`src/rtl/sbqm_top.sv`:
```
// -----------------------------------------------------------------------------
// sbqm_top - single-bank queue manager.
//
// Counts customers waiting in one queue. Two active-low photocells mark the
// tail (arrivals) and the head (departures). The registered occupancy drives
// the empty/full flags and a combinational estimate of the waiting time for a
// customer who joins now, given how many tellers are active.
// -----------------------------------------------------------------------------
module sbqm_top #(
    parameter int CNT_W  = 3,   // occupancy width; maximum occupancy is 2^CNT_W-1
    parameter int WT_W   = 5,   // wait-time output width
    parameter int T_UNIT = 3    // minutes of service per customer per teller
) (
    input  logic             clk,
    input  logic             reset,
    input  logic             front_photocell,
    input  logic             back_photocell,
    input  logic [1:0]       Tcount,
    output logic [CNT_W-1:0] Pcount,
    output logic [WT_W-1:0]  Wtime,
    output logic             empty_flag,
    output logic             full_flag
);

    localparam logic [CNT_W-1:0] CNT_MAX  = {CNT_W{1'b1}};
    localparam logic [CNT_W-1:0] CNT_ZERO = '0;
    localparam logic [CNT_W-1:0] CNT_ONE  = CNT_W'(1);

    // The numerator T_UNIT*(Pcount+Tcount-1) must not wrap; two guard bits
    // over the output width cover the largest legal operands.
    localparam int NUM_W = WT_W + 2;

    logic             arrive;
    logic             depart;
    logic [CNT_W-1:0] cnt_q;
    logic [CNT_W-1:0] cnt_d;

    // Photocells are active-low; each low sample is one customer event.
    assign arrive = ~back_photocell;
    assign depart = ~front_photocell;

    // Next occupancy: saturating up/down count. A simultaneous arrival and
    // departure cancels, except that nobody can leave an empty queue.
    always_comb begin
        // NOTE: default first so every path assigns cnt_d; no latch is inferred.
        cnt_d = cnt_q;
        unique case ({arrive, depart})
            2'b10: begin
                if (cnt_q != CNT_MAX) begin
                    cnt_d = cnt_q + CNT_ONE;
                end
            end
            2'b01: begin
                if (cnt_q != CNT_ZERO) begin
                    cnt_d = cnt_q - CNT_ONE;
                end
            end
            2'b11: begin
                if (cnt_q == CNT_ZERO) begin
                    cnt_d = CNT_ONE;
                end
            end
            default: begin
                cnt_d = cnt_q;
            end
        endcase
    end

    // Occupancy register; reset clears the count immediately.
    always_ff @(posedge clk or posedge reset) begin
        // NOTE: non-blocking assignment keeps register updates order-independent.
        if (reset) begin
            cnt_q <= CNT_ZERO;
        end else begin
            cnt_q <= cnt_d;
        end
    end

    assign Pcount     = cnt_q;
    assign empty_flag = (cnt_q == CNT_ZERO);
    assign full_flag  = (cnt_q == CNT_MAX);

    // Wait-time estimate: ceil-style share of the queue per teller,
    // floor(T_UNIT*(P+T-1)/T). Division only ever by the constants 1, 2, 3,
    // so each branch is a fixed divider rather than a general one.
    logic [NUM_W-1:0] wt_sum;
    logic [NUM_W-1:0] wt_num;
    logic [NUM_W-1:0] wt_quot;

    always_comb begin
        wt_sum  = NUM_W'(cnt_q) + NUM_W'(Tcount) - NUM_W'(1);
        wt_num  = wt_sum * NUM_W'(T_UNIT);
        wt_quot = '0;
        if (cnt_q != CNT_ZERO) begin
            unique case (Tcount)
                2'd1:    wt_quot = wt_num;
                2'd2:    wt_quot = wt_num / NUM_W'(2);
                2'd3:    wt_quot = wt_num / NUM_W'(3);
                default: wt_quot = '0;   // zero tellers is invalid: report 0
            endcase
        end
    end

    assign Wtime = WT_W'(wt_quot);

endmodule

```
`config.mk`:
```
export PLATFORM = sky130hd
export DESIGN_NAME = sbqm_top
export DESIGN_NICKNAME = d
export VERILOG_FILES = /design/src/rtl/sbqm_top.sv
export SDC_FILE = /design/constraint.sdc
export NUM_CORES = 1
export LEC_CHECK = 0
export BUFFER_PORTS_ARGS = -buffer_cell sky130_fd_sc_hd__buf_4
export CAP_MARGIN = 40
export CORE_MARGIN = 2
export CORE_UTILIZATION = 35
export CTS_CLUSTER_DIAMETER = 50
export DETAILED_ROUTE_END_ITERATION = 10
export GPL_ROUTABILITY_DRIVEN = 0
export PLACE_DENSITY = 0.49
export REMOVE_ABC_BUFFERS = 1
export SLEW_MARGIN = 30
export SYNTH_ARGS = -nofsm -noshare
export SYNTH_HDL_FRONTEND = slang
export SYNTH_SLANG_ARGS = --single-unit
```
`constraint.sdc`:
```
create_clock -name clk -period 6.8 [get_ports clk]
set_input_delay 1.36 -clock clk [delete_from_list [all_inputs] [get_ports clk]]
set_output_delay 1.36 -clock clk [all_outputs]
set_load 0.02 [all_outputs]
```
# After elaboration in Yosys (flattened, before gate mapping)
# Cells that the tools add are included.
op_classes:
  n_addsub: 4
  n_mul: 1
  div: 1
  eq_ne: 11
  mux: 6
  n_bitwise: 2
  reduce_logical: 4
op_table:
  columns: ["op", "count"]
  rows:
  - ["$pmux W5 S3", 1]
  - ["$mux W3", 3]
  - ["$pmux W3 S3", 1]
  - ["$eq A2 B2 Y1 const B", 4]
  - ["$div A7 B2 Y7 const B", 1]
  - ["$mul A7 B2 Y7 const B", 1]
  - ["$ne A2 B2 Y1 const B", 3]
  - ["$reduce_bool A3 Y1", 2]
  - ["$mux W5", 1]
  - ["$sub A4 B1 Y5 const B", 1]
  - ["$add A3 B2 Y4", 1]
  - ["$eq A2 B1 Y1 const B", 2]
  - ["$reduce_and A4 Y1", 1]
  - ["$add A3 B1 Y3 const B", 1]
  - ["$eq A3 B3 Y1 const B", 1]
  - ["$logic_not A3 Y1", 1]
  - ["$ne A3 B3 Y1 const B", 1]
  - ["$sub A3 B1 Y3 const B", 1]
  - ["$not A1 Y1", 2]
totals:
  reg_bits: 3
  out_inout_bits: 10
  elab_cells: 30

# Depth between registers and ports, before layout
logic_depth:
  depth_word: 6
  depth_mapped: 19

# Least setup slack after synthesis
# Ideal clock, no wire load.
synth_timing:
  path_kind: "input to output"
  start: "input Tcount[1]"
  end: "output Wtime[0]"
  t_arrival_ns: 5.069
  path_slack_ns: 0.371
  cell_stages: 18
  path_buffers: 2
  path_cell_list: "clkbuf_1 > inv_1 > ha_1 > inv_1 > ha_1 > inv_1 > fa_1 > ha_1 > and3b_1 > or4_4 > and2_4 > buf_6 > xnor2_1 > o211ai_1 > ha_1 > o21ai_0 > o2111ai_1 > o21a_1"
synth_between:
  elab_chain_cells: 6
  word_cells_on_any_way: 9
  classes_between: "add/sub (2); mul (1); div (1); eq/ne (3); mux (2)"
synth_rtl:
  columns: ["element", "line", "rtl"]
  rows:
  - ["from (decl)", "18", "input logic [1:0] Tcount,"]
  - ["$add A3 B2 Y4", "91", "wt_sum = NUM_W'(cnt_q) + NUM_W'(Tcount) - NUM_W'(1);"]
  - ["$sub A4 B1 Y5", "91", null]
  - ["$mul A7 B2 Y7", "92", "wt_num = wt_sum * NUM_W'(T_UNIT);"]
  - ["$div A7 B2 Y7", "98", "2'd3: wt_quot = wt_num / NUM_W'(3);"]
  - ["$pmux W5 S3 *", "95", "unique case (Tcount)"]
  - ["$mux W5 *", "94", "if (cnt_q != CNT_ZERO) begin"]
  - ["to (decl)", "20", "output logic [WT_W-1:0] Wtime,"]
# Mark *: on every way between the ends. The rest lies on a longest branch, timed or not.

# Worst setup path after layout
# Ends and elaborated chain as after synthesis.

==> results.txt <==
----------------------------------------------------
[Global route]
  Number of antenna violations at the first check in global routing ... 0
  Global-route wire length before repair ... around 5.0 mm
  Overall routing resource usage ... roughly 18%
  Global route overflow ... 0
  Vias in the first global route ... around 1200
  Largest net degree at the start of global routing ... 16

[Critical path]
  Crit Reg-Reg Endpoint ... Pcount[1]
  Slowest library cell on the worst path ... or4_4
  Start of the worst register-to-register path ... Pcount[0]
  Startpoint kind of the worst setup timing path ... input port
  Cells on worst reg2reg path ... 4
  Sort of element at the end of the critical path ... output pin
  Reg-to-reg slack, setup ... between 4000 and 5000 ps
  Maximum single-stage delay on the critical path ... 520 ps
  Worst endpoint data arrival time ... 5230 ps
  CP Class ... input port to output pin
  Largest fanout on the critical path ... 8
  Data required time at the worst endpoint ... approximately 5400 ps
  Cell family with the largest share of critical-path delay ... adder cells
  Count of buffering cells on the critical path with inverters included ... 6
  List of cells traversed by the critical path ... buf_4, inv_1, ha_1, inv_1, ha_1, inv_1, fa_1, ha_1, and3b_1, or4_4, a2111oi_0, a31oi_1, o211ai_1, ha_1, inv_1, o2111ai_1, o21a_1, buf_4

[STA]
  Ratio of final minimum period to clock period ... 96.9%
  Total count of hold-check failures in the final report ... 0
  Number of slew-limit violations in the final report ... 0
  Hold slack final ... between 600 and 700 ps
  Actual transition at the worst max-transition pin ... around 540 ps
  Minimum clock period ... 6590 ps
  Accumulated negative setup slack ... 0 ps
  Final worst clock skew ... approximately 1.7 ps
  Highest Clock Rate ... ~0.15 GHz
  Tightest slew margin relative to the limit ... approximately 64%
  Number of endpoints failing setup at the final stage ... 0

[Hold path]
  Worst Hold Class ... flip-flop to flip-flop
  Endpoint, Worst Hold ... Pcount[2]
  Worst min-delay path startpoint ... Pcount[1]
  Number of cells on the worst hold path ... 2

[Clock tree]
  TritonCTS clock tree ... done
  Clock buffer count from CTS ... 3
  Clock transition time at the flip-flop clock pins of the worst setup and hold paths ... about 40 ps
  Count of buffers added by post-CTS timing repair for setup ... 0
  Deepest level of the CTS H-tree ... 1
  Clk sinks ... 3
  Clock tree root buffer cell ... clkbuf_4
  Cts-stage hold buffer count ... 0
  Maximum root-to-sink buffer count ... 2
  Cts repair resizes ... 0
  Clock Latency Late Sink ... about 230 ps

[Detailed routing]
  DRC ... 0
  Overall routed net length ... ~3 mm
  Via/cell ratio ... slightly below 6
  Drt wl/cell ... 14.6 µm
  DRT antenna net count ... 0
  Via count ... 1205
  First-pass iteration count of the detailed router ... 4
  Starting DRT DRC Count ... 125

[Synth]
  Post-synthesis cell area ... between 0.001 and 0.0015 mm²
  Sequential share of the synthesized area ... 6.96%
  Instance count of the mapped netlist ... approximately 160
  Mean instance size in the synthesized netlist ... between 6 and 7 µm²
  Number of enable flip-flop cells after synthesis ... 0
  Async set-or-reset flop fraction in the synthesized netlist ... 100%
  Main flop type after synthesis ... dfrtp_1
  FF+latch count, synth ... 3
  Count of cell types in the netlist ... 41
  Total of warnings raised by yosys ... 0

[Finish]
  Ant. Diodes ... 0
  Nets ... about 190
  Count of placed standard cells in the final layout, fillers left out ... 205
  Most frequent standard cell in the layout excluding fill and tap cells ... nor2_1
  Count of fill cells added during filler insertion ... 341
  Area overhead of the layout relative to synthesis ... 19.5%
  Number of flip-flops in the largest register ... 3
  Leading cell types in the layout, fill and taps excluded ... 22 x nor2_1, 20 x buf_4, 16 x a21oi_1, 15 x inv_1
  Sequential cell area ... 75.1 µm²
  Utilization of the core after routing ... 42.9%
  Fraction of final layout cells with drive strength greater than 1 ... 18.0%
  Area of combinational cells with multiple inputs ... approximately 940 µm²

[Placement]
  Placed wire-length estimate after detailed placement ... 2.38 mm
  Count of port buffers added during placement ... 15
  Post-Place Cells ... between 200 and 250

[Floorplan]
  Core area ... 0.00300 mm²
  Full die area ... between 0.003 and 0.004 mm²
  Std cell rows ... 20
  Number of top-level pins ... 16
  Y dimension of the die ... between 50 and 60 µm
  X dimension of the die ... between 50 and 60 µm
  Starting density of the core ... a little over a third

[Job]
  Max-cap violations ... 0

[Status]
  Result of the run ... finished, final reports clean

----------------------------------------------------
tightest hold or removal path, delay by kind of cell, from the launching register on:
family | cells | cell delay [ps]
simple gates | 1 | 70
compound gates | 1 | 90
flops | 1 | 420
synthesized netlist by cell type, drive strengths merged, types with 2 or more instances:
cell    number  area [µm²]
nor3         5        25.0
nor2b        2        12.5
o22ai        6        37.5
ha          10         125
fa           4        80.1
a21oi       17        85.1
nand3b       2        15.0
and3         2        12.5
nand3        3        15.0
a21o         2        15.0
xor2         2        17.5
o21ai       10        50.1
nand2b       3        18.8
o211ai       5        37.5
inv         15        56.3
mux2i        3        30.0
nor2        22        82.6
xnor2        3        26.3
nand2        8        30.0
dfrtp        3        75.1
clkbuf       6        22.5
a31oi        3        18.8
how the worst max path moves through the flow:
stage          slack (ps)  cells after the start       from        to
2_1_floorplan         700                     16  Tcount[1]  Wtime[0]
3_3_place_gp          250                     18  Tcount[1]  Wtime[0]
3_5_place_dp          160                     18  Tcount[1]  Wtime[0]
4_1_cts               150                     18  Tcount[1]  Wtime[0]
5_1_grt              -0.9                     18  Tcount[1]  Wtime[0]
6_report              210                     18  Tcount[1]  Wtime[0]
metrics by stage:
stage,setup WS [ps],cell area [µm²]
floorplan,703,1040
global placement,245,1240
detailed placement,162,1240
CTS,154,1260
global route,-0.852,1290
finish,208,1290
logic make-up after synthesis:
| family | share of synthesized area, % |
|---|---|
| flip-flops | 6.96 |
| XOR/XNOR | 4.06 |
| multiplexers | 5.92 |
| adder cells (fa/ha/maj) | 19.0 |
| buffers and inverters | 8.35 |
| AND/OR/NAND/NOR | 23.1 |
| AO/OA/AOI/OAI | 32.6 |
routing by layer:
layer,share of wire (%),routed length [µm],GRT usage [%]
met4,1.4,42,6.67
met1,42,1270,21.9
met5,0,0,0
met3,3.2,96,3.28
met2,53,1590,31.9
layout make-up:
cell class,count,area share [%]
Clock buffer,4,2.04
Inverter,15,4.37
Multi-Input combinational cell,130,72.9
Sequential cell,3,5.83
Tap cell,33,3.20
Timing Repair Buffer,20,11.7
Power is not shown: default switching activity piles up to over one toggle a cycle in this logic, so the estimate is an artifact.
